`src/rtl/l15_if_retime_pkg.sv`:
```
// l15_if_retime_pkg
//   Shared types and constants for the L1.5 retiming stage.
//   - l15_req_state_e : request-path FSM states
//   - PerfCntWidth    : width of the optional performance counters
//   - sat_inc()       : saturating increment used by those counters
package l15_if_retime_pkg;

  typedef enum logic [1:0] {
    IDLE = 2'd0,
    PEND = 2'd1,
    ACK  = 2'd2
  } l15_req_state_e;

  localparam int unsigned PerfCntWidth = 32;

  // Increment that sticks at all-ones instead of wrapping to zero.
  function automatic logic [PerfCntWidth-1:0] sat_inc(input logic [PerfCntWidth-1:0] v);
    return (&v) ? v : v + PerfCntWidth'(1);
  endfunction

endpackage

```
`src/rtl/l15_if_retime_rtrn_fifo.sv`:
```
// l15_rtrn_fifo
//   Generic register-based FIFO. The head entry is presented on data_o
//   straight from the storage registers, so the read side has no extra
//   latency. A push is accepted while full as long as a pop happens in the
//   same cycle; the entry being freed at the head is then reused.
//   Depth must be at least 2.
//
// Ports
//   clk_i   : clock
//   rst_ni  : asynchronous active-low reset (empties the FIFO, clears storage)
//   push_i  : write data_i at the tail
//   data_i  : write data
//   pop_i   : drop the head entry (ignored when empty)
//   data_o  : head entry
//   full_o  : all Depth entries occupied
//   empty_o : no entry occupied
//   usage_o : number of occupied entries
module l15_rtrn_fifo #(
  parameter int unsigned Depth      = 2,
  parameter int unsigned DataWidth  = 384,
  localparam int unsigned PtrWidth  = (Depth > 1) ? $clog2(Depth) : 1,
  localparam int unsigned UsageWidth = $clog2(Depth + 1)
) (
  input  logic                  clk_i,
  input  logic                  rst_ni,
  input  logic                  push_i,
  input  logic [DataWidth-1:0]  data_i,
  input  logic                  pop_i,
  output logic [DataWidth-1:0]  data_o,
  output logic                  full_o,
  output logic                  empty_o,
  output logic [UsageWidth-1:0] usage_o
);

  logic [DataWidth-1:0]  mem_reg [Depth];
  logic [PtrWidth-1:0]   wr_ptr_reg;
  logic [PtrWidth-1:0]   rd_ptr_reg;
  logic [UsageWidth-1:0] usage_reg;
  logic                  wr_en;
  logic                  rd_en;

  // Pointers wrap explicitly so non-power-of-two depths work.
  function automatic logic [PtrWidth-1:0] ptr_inc(input logic [PtrWidth-1:0] p);
    return (p == PtrWidth'(Depth - 1)) ? '0 : p + PtrWidth'(1);
  endfunction

  assign full_o  = (usage_reg == UsageWidth'(Depth));
  assign empty_o = (usage_reg == '0);
  assign usage_o = usage_reg;
  assign rd_en   = pop_i & ~empty_o;
  assign wr_en   = push_i & (~full_o | rd_en);
  assign data_o  = mem_reg[rd_ptr_reg];

  for (genvar gi = 0; gi < Depth; gi++) begin : g_entry
    always_ff @(posedge clk_i or negedge rst_ni) begin
      if (!rst_ni) begin
        mem_reg[gi] <= '0;
      end else if (wr_en && (wr_ptr_reg == PtrWidth'(gi))) begin
        mem_reg[gi] <= data_i;
      end
    end
  end

  always_ff @(posedge clk_i or negedge rst_ni) begin
    if (!rst_ni) begin
      wr_ptr_reg <= '0;
      rd_ptr_reg <= '0;
      usage_reg  <= '0;
    end else begin
      if (wr_en) wr_ptr_reg <= ptr_inc(wr_ptr_reg);
      if (rd_en) rd_ptr_reg <= ptr_inc(rd_ptr_reg);
      case ({wr_en, rd_en})
        2'b10:   usage_reg <= usage_reg + UsageWidth'(1);
        2'b01:   usage_reg <= usage_reg - UsageWidth'(1);
        default: usage_reg <= usage_reg;
      endcase
    end
  end

endmodule

```
`src/rtl/l15_if_retime.sv`:
```
// l15_if_retime
//   Elastic timing stage between the core-side L1.5 port and the L1.5 cache.
//   The request path is a three-state register stage (IDLE/PEND/ACK) obeying
//   the hold-until-header-ack protocol; the return path is a small FIFO with
//   registered ack toward L1.5 and a one-cycle valid gap after each pop
//   toward the core. Every output is driven from flops only.
//   Optional performance counters are enabled by defining
//   L15_IF_RETIME_PERF_EN.
//
// Ports
//   clk_i, rst_ni          : clock, asynchronous active-low reset
//   core_req_val_i         : core request valid (held until header ack)
//   core_req_payload_i     : core request fields
//   core_req_header_ack_o  : one-cycle header ack to the core
//   l15_req_val_o          : request valid to L1.5
//   l15_req_payload_o      : registered request fields
//   l15_header_ack_i       : header ack from L1.5
//   l15_rtrn_val_i         : return valid from L1.5 (held until ack)
//   l15_rtrn_payload_i     : return fields
//   l15_req_ack_o          : one-cycle return ack to L1.5
//   core_rtrn_val_o        : return valid to the core
//   core_rtrn_payload_o    : FIFO head
//   core_rtrn_ack_i        : core consumes the head
//   perf_req_cnt_o         : (PERF) requests acked by L1.5
//   perf_req_stall_o       : (PERF) cycles spent waiting in PEND
//   perf_rtrn_full_o       : (PERF) cycles with a return blocked by a full FIFO
module l15_if_retime
  import l15_if_retime_pkg::*;
#(
  parameter int unsigned ReqPayloadWidth  = 256,
  parameter int unsigned RtrnPayloadWidth = 384,
  parameter int unsigned RtrnFifoDepth    = 2
) (
  input  logic                        clk_i,
  input  logic                        rst_ni,
  input  logic                        core_req_val_i,
  input  logic [ReqPayloadWidth-1:0]  core_req_payload_i,
  output logic                        core_req_header_ack_o,
  output logic                        l15_req_val_o,
  output logic [ReqPayloadWidth-1:0]  l15_req_payload_o,
  input  logic                        l15_header_ack_i,
  input  logic                        l15_rtrn_val_i,
  input  logic [RtrnPayloadWidth-1:0] l15_rtrn_payload_i,
  output logic                        l15_req_ack_o,
  output logic                        core_rtrn_val_o,
  output logic [RtrnPayloadWidth-1:0] core_rtrn_payload_o,
  input  logic                        core_rtrn_ack_i
`ifdef L15_IF_RETIME_PERF_EN
  ,
  output logic [PerfCntWidth-1:0]     perf_req_cnt_o,
  output logic [PerfCntWidth-1:0]     perf_req_stall_o,
  output logic [PerfCntWidth-1:0]     perf_rtrn_full_o
`endif
);

  localparam int unsigned UsageWidth = $clog2(RtrnFifoDepth + 1);

  // ---------------------------------------------------------------- request
  l15_req_state_e             state_reg;
  logic                       l15_req_val_reg;
  logic                       hdr_ack_reg;
  logic [ReqPayloadWidth-1:0] req_payload_reg;

  // Outputs are registered alongside the state so nothing is decoded
  // combinationally on the way out of the tile.
  always_ff @(posedge clk_i or negedge rst_ni) begin
    if (!rst_ni) begin
      state_reg       <= IDLE;
      l15_req_val_reg <= 1'b0;
      hdr_ack_reg     <= 1'b0;
      req_payload_reg <= '0;
    end else begin
      case (state_reg)
        IDLE: begin
          if (core_req_val_i) begin
            req_payload_reg <= core_req_payload_i;
            l15_req_val_reg <= 1'b1;
            state_reg       <= PEND;
          end
        end
        PEND: begin
          if (l15_header_ack_i) begin
            l15_req_val_reg <= 1'b0;
            hdr_ack_reg     <= 1'b1;
            state_reg       <= ACK;
          end
        end
        ACK: begin
          // Core still holds its old request this cycle; do not recapture it.
          hdr_ack_reg <= 1'b0;
          state_reg   <= IDLE;
        end
        default: begin
          l15_req_val_reg <= 1'b0;
          hdr_ack_reg     <= 1'b0;
          state_reg       <= IDLE;
        end
      endcase
    end
  end

  assign l15_req_val_o         = l15_req_val_reg;
  assign l15_req_payload_o     = req_payload_reg;
  assign core_req_header_ack_o = hdr_ack_reg;

  // ----------------------------------------------------------------- return
  logic                  rtrn_push;
  logic                  rtrn_pop;
  logic                  rtrn_full;
  logic                  rtrn_empty;
  logic [UsageWidth-1:0] rtrn_usage;
  logic                  ack_reg;
  logic                  gap_reg;
  logic                  unused_usage;

  // A full FIFO still accepts a return when the head leaves in the same
  // cycle. ack_reg blocks the second sample of a return L1.5 is still
  // holding during its ack cycle.
  assign rtrn_push = l15_rtrn_val_i & (~rtrn_full | rtrn_pop) & ~ack_reg;

  // gap_reg hides the new head for one cycle after a pop so a core that
  // registers its ack cannot consume two entries with one ack.
  assign core_rtrn_val_o = ~rtrn_empty & ~gap_reg;
  assign rtrn_pop        = core_rtrn_val_o & core_rtrn_ack_i;
  assign l15_req_ack_o   = ack_reg;

  always_ff @(posedge clk_i or negedge rst_ni) begin
    if (!rst_ni) begin
      ack_reg <= 1'b0;
      gap_reg <= 1'b0;
    end else begin
      ack_reg <= rtrn_push;
      gap_reg <= rtrn_pop;
    end
  end

  l15_rtrn_fifo #(
    .Depth     (RtrnFifoDepth),
    .DataWidth (RtrnPayloadWidth)
  ) u_rtrn_fifo (
    .clk_i   (clk_i),
    .rst_ni  (rst_ni),
    .push_i  (rtrn_push),
    .data_i  (l15_rtrn_payload_i),
    .pop_i   (rtrn_pop),
    .data_o  (core_rtrn_payload_o),
    .full_o  (rtrn_full),
    .empty_o (rtrn_empty),
    .usage_o (rtrn_usage)
  );

  assign unused_usage = ^rtrn_usage;

  // ------------------------------------------------------------ performance
`ifdef L15_IF_RETIME_PERF_EN
  logic [PerfCntWidth-1:0] perf_req_cnt_reg;
  logic [PerfCntWidth-1:0] perf_req_stall_reg;
  logic [PerfCntWidth-1:0] perf_rtrn_full_reg;

  always_ff @(posedge clk_i or negedge rst_ni) begin
    if (!rst_ni) begin
      perf_req_cnt_reg   <= '0;
      perf_req_stall_reg <= '0;
      perf_rtrn_full_reg <= '0;
    end else begin
      if ((state_reg == PEND) && l15_header_ack_i) perf_req_cnt_reg <= sat_inc(perf_req_cnt_reg);
      if (state_reg == PEND) perf_req_stall_reg <= sat_inc(perf_req_stall_reg);
      if (l15_rtrn_val_i && rtrn_full) perf_rtrn_full_reg <= sat_inc(perf_rtrn_full_reg);
    end
  end

  assign perf_req_cnt_o   = perf_req_cnt_reg;
  assign perf_req_stall_o = perf_req_stall_reg;
  assign perf_rtrn_full_o = perf_rtrn_full_reg;
`endif

endmodule

```
`config.mk`:
```
export PLATFORM = sky130hd
export DESIGN_NAME = l15_if_retime
export DESIGN_NICKNAME = d
export VERILOG_FILES = /design/src/rtl/l15_if_retime_pkg.sv /design/src/rtl/l15_if_retime_rtrn_fifo.sv /design/src/rtl/l15_if_retime.sv
export SDC_FILE = /design/constraint.sdc
export NUM_CORES = 1
export LEC_CHECK = 0
export ABC_CLOCK_PERIOD_IN_PS = 3000
export CORE_AREA = 3 3 503 505
export CTS_BUF_LIST = sky130_fd_sc_hd__clkbuf_8 sky130_fd_sc_hd__clkbuf_16
export DETAILED_ROUTE_END_ITERATION = 6
export DIE_AREA = 0 0 506 508
export GPL_TIMING_DRIVEN = 0
export PLACE_DENSITY_LB_ADDON = 0.08
export SLEW_MARGIN = 30
export SYNTH_ARGS = -nofsm -noshare
export SYNTH_HDL_FRONTEND = slang
export SYNTH_HIERARCHICAL = 1
export SYNTH_SLANG_ARGS = --single-unit
```
`constraint.sdc`:
```
create_clock -name clk_i -period 3 [get_ports clk_i]
set_clock_uncertainty 0.2 [all_clocks]
set_input_delay 0.9 -clock clk_i [delete_from_list [all_inputs] [get_ports clk_i]]
set_output_delay 0.9 -clock clk_i [all_outputs]
set_load 0.05 [all_outputs]
```
==> flow_summary.json, run 1 <==
{
  "start_kind": "flop",
  "dieArea_um2": 257000,
  "leakage_uw": 0.0293,
  "detailed_place_hpwl_mm": 154,
  "synthDistinctLibCells": 29,
  "worstPathArrival_ns": 2.58,
  "largest_reg_flops": 768,
  "yosysTopAreaCell": "dfrtp_1",
  "cts.clk_slew.worst_paths_ns": 0.06,
  "r2r_start": "u_rtrn_fifo/usage_o[0]$_DFFE_PN0P_",
  "fillers": 25537,
  "portBuffers": 1289,
  "yosys.area_share.simple_pct": 0.319,
  "grt_overflow": 0,
  "clk_path_buf_depth": 3,
  "vias": 28617,
  "drt_iter0_markers": 917,
  "fmax_mhz": 272,
  "outcome": "complete, but fails checks",
  "synth-seq-cells": 1034,
  "power.density_nw_per_um2": 1450,
  "crit_fanout": 6,
  "worstMarginPinSlew_ns": 0.903,
  "clock-sinks": 1034,
  "synth_compound_area_share_pct": 0.145,
  "synth_mux_area_share_pct": 38.1,
  "setup_viol": 734,
  "fin_ws_ns": -0.679,
  "place_congestion": 0.781,
  "syn_area_per_cell_um2": 16.7,
  "row_count": 183,
  "start_util_pct": 17.7,
  "post_drt_wl_per_cell_um": 26.4,
  "rsz0062_at_grt": "true",
  "ant_nets": 0,
  "boundaryPins": 1290,
  "grt_usage_pct": 15.3,
  "max_slew_margin_pct": 39.6,
  "htreeDepth": 4,
  "grt_pass1_vias": 31461,
  "netlist_area_um2": 44000,
  "cts_made_buffers": 147,
  "grt_max_degree": 112,
  "critical_path_class": "flop to output pin",
  "yosysTopAreaCellShare_pct": 58.8,
  "cap_viol_max_count": 0,
  "cp.required_ns": 1.90,
  "core_um2": 249000,
  "syn_to_final_growth_pct": 58.0,
  "syn_inst": 2636,
  "violations": "negative hold slack, negative setup slack",
  "holdWs_ns": -0.139,
  "dr.pass1.iters": 4,
  "root_buffer": "clkbuf_16",
  "synthAdderAreaFrac_pct": 0,
  "hold_path_class": "input pin to asynchronous set/reset pin",
  "ys_seq_area_share_pct": 58.8,
  "drive_gt1_share_pct": 52.8,
  "cp-startpoint": "u_rtrn_fifo/rd_ptr_reg$_DFFE_PN0P_",
  "vias_per_cell": 3.72,
  "grt_pass1_wl_mm": 275,
  "wl_mm": 203,
  "end_kind": "output pin",
  "final_core_util_pct": 27.9,
  "slew_viol_final": 0,
  "syn_nets": 3282,
  "period_needed_ns": 3.68,
  "peakVddDrop_v": 0.000809,
  "synth_xor_area_share_pct": 0.0398,
  "antenna_found_initial": 141,
  "post-route-period-util_pct": 123,
  "place_ws_ns": -2.07,
  "hold_viol_final": 83,
  "cts_tree": "yes",
  "insertion_delay_ns": 0.74,
  "final_area_um2": 69500,
  "chipHeight_um": 508,
  "die_w_um": 506,
  "synth_area_leaders": "dfrtp_1 59%, mux2_2 29%, mux2_4 8.2%",
  "fin_nets": 4852,
  "drc": 0,
  "ys_warn_count": 6,
  "fin_tns_setup_ns": -206.06,
  "placed_area_um2": 61400,
  "synth_top_family_by_area": "multiplexers"
}
[kinds of logic after synthesis]
group | Yosys count
buf+inv | 159
flops | 1034
xor+xnor | 2
simple gates | 22
compound gates | 11
mux | 1408
[cell usage in the layout, fill, tap and decap left out, types with 3 or more instances in the layout]
cell / count
clkdlybuf4s50_1: 904
clkbuf_8: 41
nor2_4: 3
clkdlybuf4s15_2: 19
buf_2: 56
clkbuf_16: 181
mux2_1: 29
inv_6: 4
buf_16: 13
a21oi_1: 4
inv_1: 48
buf_8: 27
clkinv_2: 16
buf_12: 85
diode_2: 39
buf_4: 90
mux2_2: 1094
dfrtp_1: 1032
buf_6: 348
o21ai_0: 3
nor2_1: 4
mux2_4: 285
[stage by stage]
step                hold WS [ns]  cells  total power, uW
CTS                       -0.197   7577           100000
detailed placement         0.272   7266            78900
global route              -0.172   7651           106000
floorplan                  0.254   2636            58500
finish                    -0.139   7686           101000
global placement           0.263   7255            79100
[worst max-delay path: stages (launching register included)]
cell and delay (ns):
dfrtp_4 0.49, buf_12 0.16, clkbuf_16 0.18, buf_6 0.13
buf_12 0.13, buf_8 0.13, buf_4 0.13, mux2_2 0.21
buf_2 0.27
[cell usage after synthesis]
master	count
a21oi_1	4
a22oi_1	1
buf_12	22
buf_2	96
buf_4	6
buf_6	5
clkbuf_1	26
clkbuf_2	1
dfrtp_1	1034
inv_1	3
mux2_1	29
mux2_2	1139
mux2_4	240
nand2_1	3
nand2b_1	2
nand2b_4	1
nand3_1	1
nor2_1	7
nor2_8	1
nor2b_1	1
nor3_1	2
nor3b_1	2
nor3b_2	1
o21a_1	2
o21ai_0	3
o22ai_1	1
or2b_1	1
xnor2_1	1
xor2_1	1
[routing by layer]
layer | vias up | routed length (um) | track usage (%)
met3 | 342 | 19900 | 7.26
li1 | 12672 | - | -
met2 | 944 | 98600 | 26.0
met4 | 76 | 4640 | 3.08
met5 | - | 501 | 0
met1 | 14583 | 79000 | 17.4
[worst paths after layout]
path	end	slack (ns)	cells after the start
worst max-delay path	core_rtrn_payload_o[159]	-0.68	8
worst min-delay path	l15_req_payload_o[20]$_DFFE_PN0P_	-0.14	1
worst max register to register	u_rtrn_fifo/mem_reg[457]$_DFFE_PN0P_	-0.04	12
worst min register to register	u_rtrn_fifo/mem_reg[386]$_DFFE_PN0P_	0.28	1
max in group asynchronous	u_rtrn_fifo/mem_reg[281]$_DFFE_PN0P_	0.09	5
min in group clk_i	u_rtrn_fifo/mem_reg[386]$_DFFE_PN0P_	0.28	1
[layout make-up]
class	count	area (um^2)	share of cell area [%]
antenna	39	97.6	0.140
buffer	150	2000	2.88
clock buffer	189	4320	6.22
clock inverter	71	430	0.619
inverter	3	11.3	0.0162
multi-input combinational	1443	17200	24.7
sequential	1034	25900	37.2
tap	3330	4170	6.00
timing repair buffer	1427	15400	22.1
[power breakdown]
part / switching, uW / internal, uW / total [uW] / leakage, uW
Sequential: 3250 / 20800 / 24000 / 0.0122
Clock: 7030 / 10300 / 17300 / 0.00253
Combinational: 34400 / 25400 / 59800 / 0.0146
[timing repair]
action,CTS,global route
hold endpoints to repair,83,83
gates cloned,14,3
setup buffers,38,75
resized for setup,2194,825
endpoints found under the setup margin,1412,1596
pin swaps,2,4
(Power assumes the default switching activity.)
==> inputs of run 2 (changes only) <==
--- a/config.mk
+++ b/config.mk
@@ -11,8 +11,9 @@
 export DETAILED_ROUTE_END_ITERATION = 6
 export DIE_AREA = 0 0 506 508
 export GPL_TIMING_DRIVEN = 0
+export MAX_ROUTING_LAYER = met4
 export PLACE_DENSITY_LB_ADDON = 0.08
-export SLEW_MARGIN = 30
+export SLEW_MARGIN = 20
 export SYNTH_ARGS = -nofsm -noshare
 export SYNTH_HDL_FRONTEND = slang
 export SYNTH_HIERARCHICAL = 1
==> run 2 against run 1 <==
Compared with the run above:
- the flow still finishes with violations (negative hold slack, negative setup slack)
- clock power hardly changed
- sequential share of layout area is 1.4 points higher
- die area stayed put
- flip-flop and latch count stayed put
- power is 6.1% lower
- largest cell class unchanged
==> flow_summary.json, run 2 (synthesized netlist as in run 1, its figures left out) <==
{
  "row_count": 183,
  "hold_viol_final": 90,
  "placed_area_um2": 61400,
  "crit_chain": "buf_12, clkbuf_16, buf_16, clkbuf_16, mux2_4, buf_12",
  "fmax_mhz": 285,
  "critPathTopFamily": "buffers and inverters",
  "fillers": 25723,
  "period_needed_ns": 3.50,
  "mostFrequentLayoutCells": "1127 x mux2_2, 1032 x dfrtp_1, 903 x clkdlybuf4s50_1",
  "post_drt_wl_per_cell_um": 26.1,
  "dp.cells": 7265,
  "cp.required_ns": 1.90,
  "final_core_util_pct": 26.9,
  "start_util_pct": 17.7,
  "critical_path_class": "flop to output pin",
  "grt_max_degree": 120,
  "grt_pass1_wl_mm": 272,
  "grt_overflow": 0,
  "boundaryPins": 1290,
  "leakage_uw": 0.0279,
  "htreeDepth": 4,
  "cts_made_buffers": 146,
  "grt_pass1_vias": 31169,
  "root_buffer": "clkbuf_16",
  "syn_to_final_growth_pct": 52.2,
  "crit_fanout": 10,
  "vias": 28322,
  "clock-sinks": 1034,
  "fin_tns_setup_ns": -182.83,
  "cts.clk_slew.worst_paths_ns": 0.06,
  "detailed_place_hpwl_mm": 153,
  "violations": "negative hold slack, negative setup slack",
  "final_area_um2": 67000,
  "fin_ws_ns": -0.504,
  "antenna_found_initial": 137,
  "setup_viol": 729,
  "slowest_stage": "dfrtp_2",
  "final_common_cell": "mux2_2",
  "dr.pass1.iters": 6,
  "die_w_um": 506,
  "ant_nets": 0,
  "fin_nets": 4754,
  "crit_path_max_incr_delay_ns": 0.42,
  "core_um2": 249000,
  "crit_buf_inv": 5,
  "holdWs_ns": -0.165,
  "cap_viol_max_count": 0,
  "drt_iter0_markers": 960,
  "grt_usage_pct": 15.6,
  "chipHeight_um": 508,
  "wl_mm": 199,
  "worstPathArrival_ns": 2.40,
  "drc": 0,
  "place_ws_ns": -2.24,
  "hold_path_class": "input pin to asynchronous set/reset pin",
  "outcome": "complete, but fails checks",
  "vias_per_cell": 3.71,
  "max_slew_margin_pct": 39.9,
  "cts_tree": "yes",
  "end_kind": "output pin",
  "post-route-period-util_pct": 117,
  "clk_path_buf_depth": 3,
  "drive_gt1_share_pct": 51.6,
  "slew_viol_final": 0,
  "start_kind": "flop",
  "rsz0062_at_grt": "true",
  "insertion_delay_ns": 0.75,
  "place_congestion": 0.792,
  "portBuffers": 1289,
  "power.density_nw_per_um2": 1420,
  "dieArea_um2": 257000,
  "worstMarginPinSlew_ns": 0.899,
  "stdcell_count": 7630,
  "largest_reg_flops": 768,
  "peakVddDrop_v": 0.000569
}
==> run 2: changes by cell type in the layout (fill, tap and decap cells not counted), moves of 33 or more <==
| cell | delta |
|---|---|
| buf_12 | -42 |
| buf_2 | +135 |
| buf_6 | -260 |
| clkdlybuf4s15_2 | +107 |
| diode_2 | +46 |
| mux2_2 | +33 |
| mux2_4 | -33 |
==> run 2: worst register-to-register path, cell delays in order, from the launching register on <==
cell and delay (ns):
dfrtp_1 0.32, buf_4 0.15, nor2_1 0.09, nor3b_4 0.25, nor2b_2 0.08, nor3b_4 0.30
nand2_1 0.15, nor2_4 0.15, buf_12 0.14, buf_12 0.11, buf_4 0.21, buf_2 0.36
mux2_2 0.39
==> run 2: timing repair <==
action / CTS / global route
hold endpoints to repair: 92 / 92
resized for setup: 1869 / 242
setup endpoints to repair: 1412 / 1412
buffers inserted: 9 / 16
cloned: 1 / 0
pin swaps: 2 / 2
==> run 2: worst paths after layout <==
path,startpoint,endpoint,slack (ns),depth (start not counted)
worst max register to register,u_rtrn_fifo/usage_o[0]$_DFFE_PN0P_,u_rtrn_fifo/mem_reg[346]$_DFFE_PN0P_,-0.02,12
min in group clk_i,u_rtrn_fifo/mem_reg[395]$_DFFE_PN0P_,u_rtrn_fifo/mem_reg[395]$_DFFE_PN0P_,0.28,1
worst min-delay path,rst_ni,l15_req_payload_o[2]$_DFFE_PN0P_,-0.16,1
worst max-delay path,u_rtrn_fifo/rd_ptr_reg$_DFFE_PN0P_,core_rtrn_payload_o[199],-0.50,6
max in group asynchronous,rst_ni,u_rtrn_fifo/mem_reg[210]$_DFFE_PN0P_,0.49,4
worst min register to register,u_rtrn_fifo/mem_reg[395]$_DFFE_PN0P_,u_rtrn_fifo/mem_reg[395]$_DFFE_PN0P_,0.28,1
==> run 2: area by class of cell <==
class                           instances  area (um^2)  area share (%)
Timing Repair Buffer                 1325        13000            19.3
Antenna cell                           85          213           0.318
Buffer                                155         1930            2.88
Clock inverter                         69          544           0.813
Tap cell                             3330         4170            6.22
Inverter                                3         11.3          0.0168
Multi-Input combinational cell       1443        17100            25.5
Sequential cell                      1034        25900            38.6
Clock buffer                          186         4220            6.29
==> run 2: power by group <==
part	internal [uW]	total, uW	switching [uW]
registers	20800	24000	3220
clock network	10100	17200	7070
logic	20500	53700	33200
total	51400	94900	43500
==> run 2: layer usage <==
| layer | track usage, % | routed length [um] |
|---|---|---|
| met2 | 25.3 | 96800 |
| met5 | - | 0 |
| met3 | 6.90 | 18600 |
| met1 | 17.6 | 79600 |
| met4 | 3.57 | 4210 |
==> run 2: through the flow <==
stage / hold WS (ns) / power [uW]
2_1_floorplan: 0.254 / 58500
4_1_cts: -0.208 / 96700
3_5_place_dp: 0.272 / 78900
3_3_place_gp: 0.263 / 79100
6_report: -0.165 / 94900
5_1_grt: -0.193 / 99800
==> inputs of run 3 (changes only) <==
--- a/config.mk
+++ b/config.mk
@@ -12,7 +12,7 @@
 export DIE_AREA = 0 0 506 508
 export GPL_TIMING_DRIVEN = 0
 export MAX_ROUTING_LAYER = met4
-export PLACE_DENSITY_LB_ADDON = 0.08
+export PLACE_DENSITY = 0.38
 export SLEW_MARGIN = 20
 export SYNTH_ARGS = -nofsm -noshare
 export SYNTH_HDL_FRONTEND = slang
==> run 3 against run 2 <==
Compared with the run above:
- the flow finishes with violations (negative setup slack)
- die area unchanged
- worst setup slack improved by 0.091 ns
- first-iteration DRC count increased by 13%
- core utilization increased by 0.80 points
- final area increased by 3.0%
- sequential share of layout area decreased by 1.1 points
- wire length increased by 3.0%
- largest cell class unchanged
==> flow_summary.json, run 3 (synthesized netlist as in run 1, its figures left out) <==
{
  "outcome": "complete, but fails checks",
  "violations": "negative setup slack",
  "fmax_mhz": 293,
  "final_area_um2": 69000,
  "period_needed_ns": 3.41,
  "power.density_nw_per_um2": 1460,
  "post-route-period-util_pct": 114,
  "cap_viol_max_count": 0,
  "multiInputGateArea_um2": 17400,
  "grt_pass1_vias": 30975,
  "worstPathArrival_ns": 2.31,
  "drc": 0,
  "htreeDepth": 4,
  "die_w_um": 506,
  "clk_path_buf_depth": 3,
  "end_kind": "output pin",
  "row_count": 183,
  "grt_overflow": 0,
  "core_um2": 249000,
  "leakage_uw": 0.0290,
  "cp.required_ns": 1.90,
  "mostFrequentLayoutCells": "1033 x mux2_2, 1032 x dfrtp_1, 903 x clkdlybuf4s50_1",
  "portBuffers": 1289,
  "r2r_cells": 14,
  "grt_max_degree": 128,
  "post_drt_wl_per_cell_um": 26.8,
  "detailed_place_hpwl_mm": 158,
  "regArea_um2": 25900,
  "cts_tree": "yes",
  "drt_iter0_markers": 1089,
  "dr.pass1.iters": 4,
  "root_buffer": "clkbuf_16",
  "hold_path_class": "input pin to asynchronous set/reset pin",
  "p_total_uw": 100000,
  "dieArea_um2": 257000,
  "stdcell_count": 7648,
  "insertion_delay_ns": 0.77,
  "cts.clk_slew.worst_paths_ns": 0.06,
  "start_util_pct": 17.7,
  "placed_area_um2": 61300,
  "final_common_cell": "mux2_2",
  "grt_pass1_wl_mm": 277,
  "final_core_util_pct": 27.7,
  "dp.cells": 7264,
  "start_kind": "flop",
  "place_congestion": 0.871,
  "vias": 28801,
  "cts_made_buffers": 142,
  "wl_mm": 205,
  "antenna_found_initial": 117,
  "syn_to_final_growth_pct": 56.8,
  "peakVddDrop_v": 0.000854,
  "crit_fanout": 10,
  "drive_gt1_share_pct": 52.2,
  "setup_viol": 642,
  "boundaryPins": 1290,
  "grt_usage_pct": 15.8,
  "fin_nets": 4782,
  "ant_nets": 0,
  "clock-sinks": 1034,
  "critical_path_class": "flop to output pin",
  "max_slew_margin_pct": 41.5,
  "vias_per_cell": 3.77,
  "slew_viol_final": 0,
  "rsz0062_at_grt": "true",
  "fillers": 25518,
  "chipHeight_um": 508,
  "hold_viol_final": 0,
  "largest_reg_flops": 768,
  "worstMarginPinSlew_ns": 0.874,
  "fin_ws_ns": -0.413
}
-- run 3: power by group --
part	leakage, uW	internal [uW]	switching, uW	total (uW)
Clock	0.00248	10300	7070	17300
Combinational	0.0144	24100	34500	58600
Sequential	0.0122	20700	3680	24400
-- run 3: layout make-up --
type | count | share of cell area, %
Antenna cell | 69 | 0.250
Buffer | 155 | 3.19
Clock buffer | 173 | 5.79
Clock inverter | 84 | 1.18
Inverter | 3 | 0.0163
Multi-Input combinational cell | 1443 | 25.3
Sequential cell | 1034 | 37.5
Tap cell | 3330 | 6.04
Timing Repair Buffer | 1357 | 20.7
-- run 3: final timing paths --
check	start	to	slack, ns
setup / recovery	u_rtrn_fifo/rd_ptr_reg$_DFFE_PN0P_	core_rtrn_payload_o[263]	-0.41
hold / removal	rst_ni	u_rtrn_fifo/mem_reg[370]$_DFFE_PN0P_	0.02
setup reg to reg	u_rtrn_fifo/usage_o[0]$_DFFE_PN0P_	u_rtrn_fifo/mem_reg[279]$_DFFE_PN0P_	0.11
hold reg to reg	u_rtrn_fifo/mem_reg[756]$_DFFE_PN0P_	u_rtrn_fifo/mem_reg[756]$_DFFE_PN0P_	0.28
max in group asynchronous	rst_ni	u_rtrn_fifo/mem_reg[668]$_DFFE_PN0P_	0.22
min in group clk_i	u_rtrn_fifo/mem_reg[756]$_DFFE_PN0P_	u_rtrn_fifo/mem_reg[756]$_DFFE_PN0P_	0.28
-- run 3: repair_timing --
item | 4_1_cts | 5_1_grt
endpoints found under the setup margin | 1539 | 1525
pin swaps | 1 | 3
hold buffers | 6 | 5
cloned | 10 | 15
gates resized for setup | 2400 | 709
buffers inserted | 4 | 19
hold endpoints to repair | 32 | 47
-- run 3: worst max-delay path: stages (launching register included) --
cell and delay, ns:
dfrtp_2 0.40, buf_12 0.16, clkbuf_16 0.21, clkbuf_16 0.18, mux2_2 0.33, buf_2 0.22
-- run 3: metal layers --
metal | vias to the layer above | global-route usage, % | share of wire [%]
li1 | 12630 | - | -
met2 | 1015 | 24.0 | 45
met5 | - | - | 0
met1 | 14914 | 19.5 | 43
met3 | 242 | 6.79 | 9.3
met4 | 0 | 3.39 | 2.3
-- run 3: through the flow --
stage	TNS, ns	setup WS (ns)	hold WS [ns]
CTS	-575.24	-0.587	-0.123
detailed placement	-2015.34	-1.86	0.272
global placement	-	-52.42	0.262
global route	-273.43	-0.570	0.0466
floorplan	-0.388	-0.00647	0.254
finish	-164.82	-0.413	0.0244
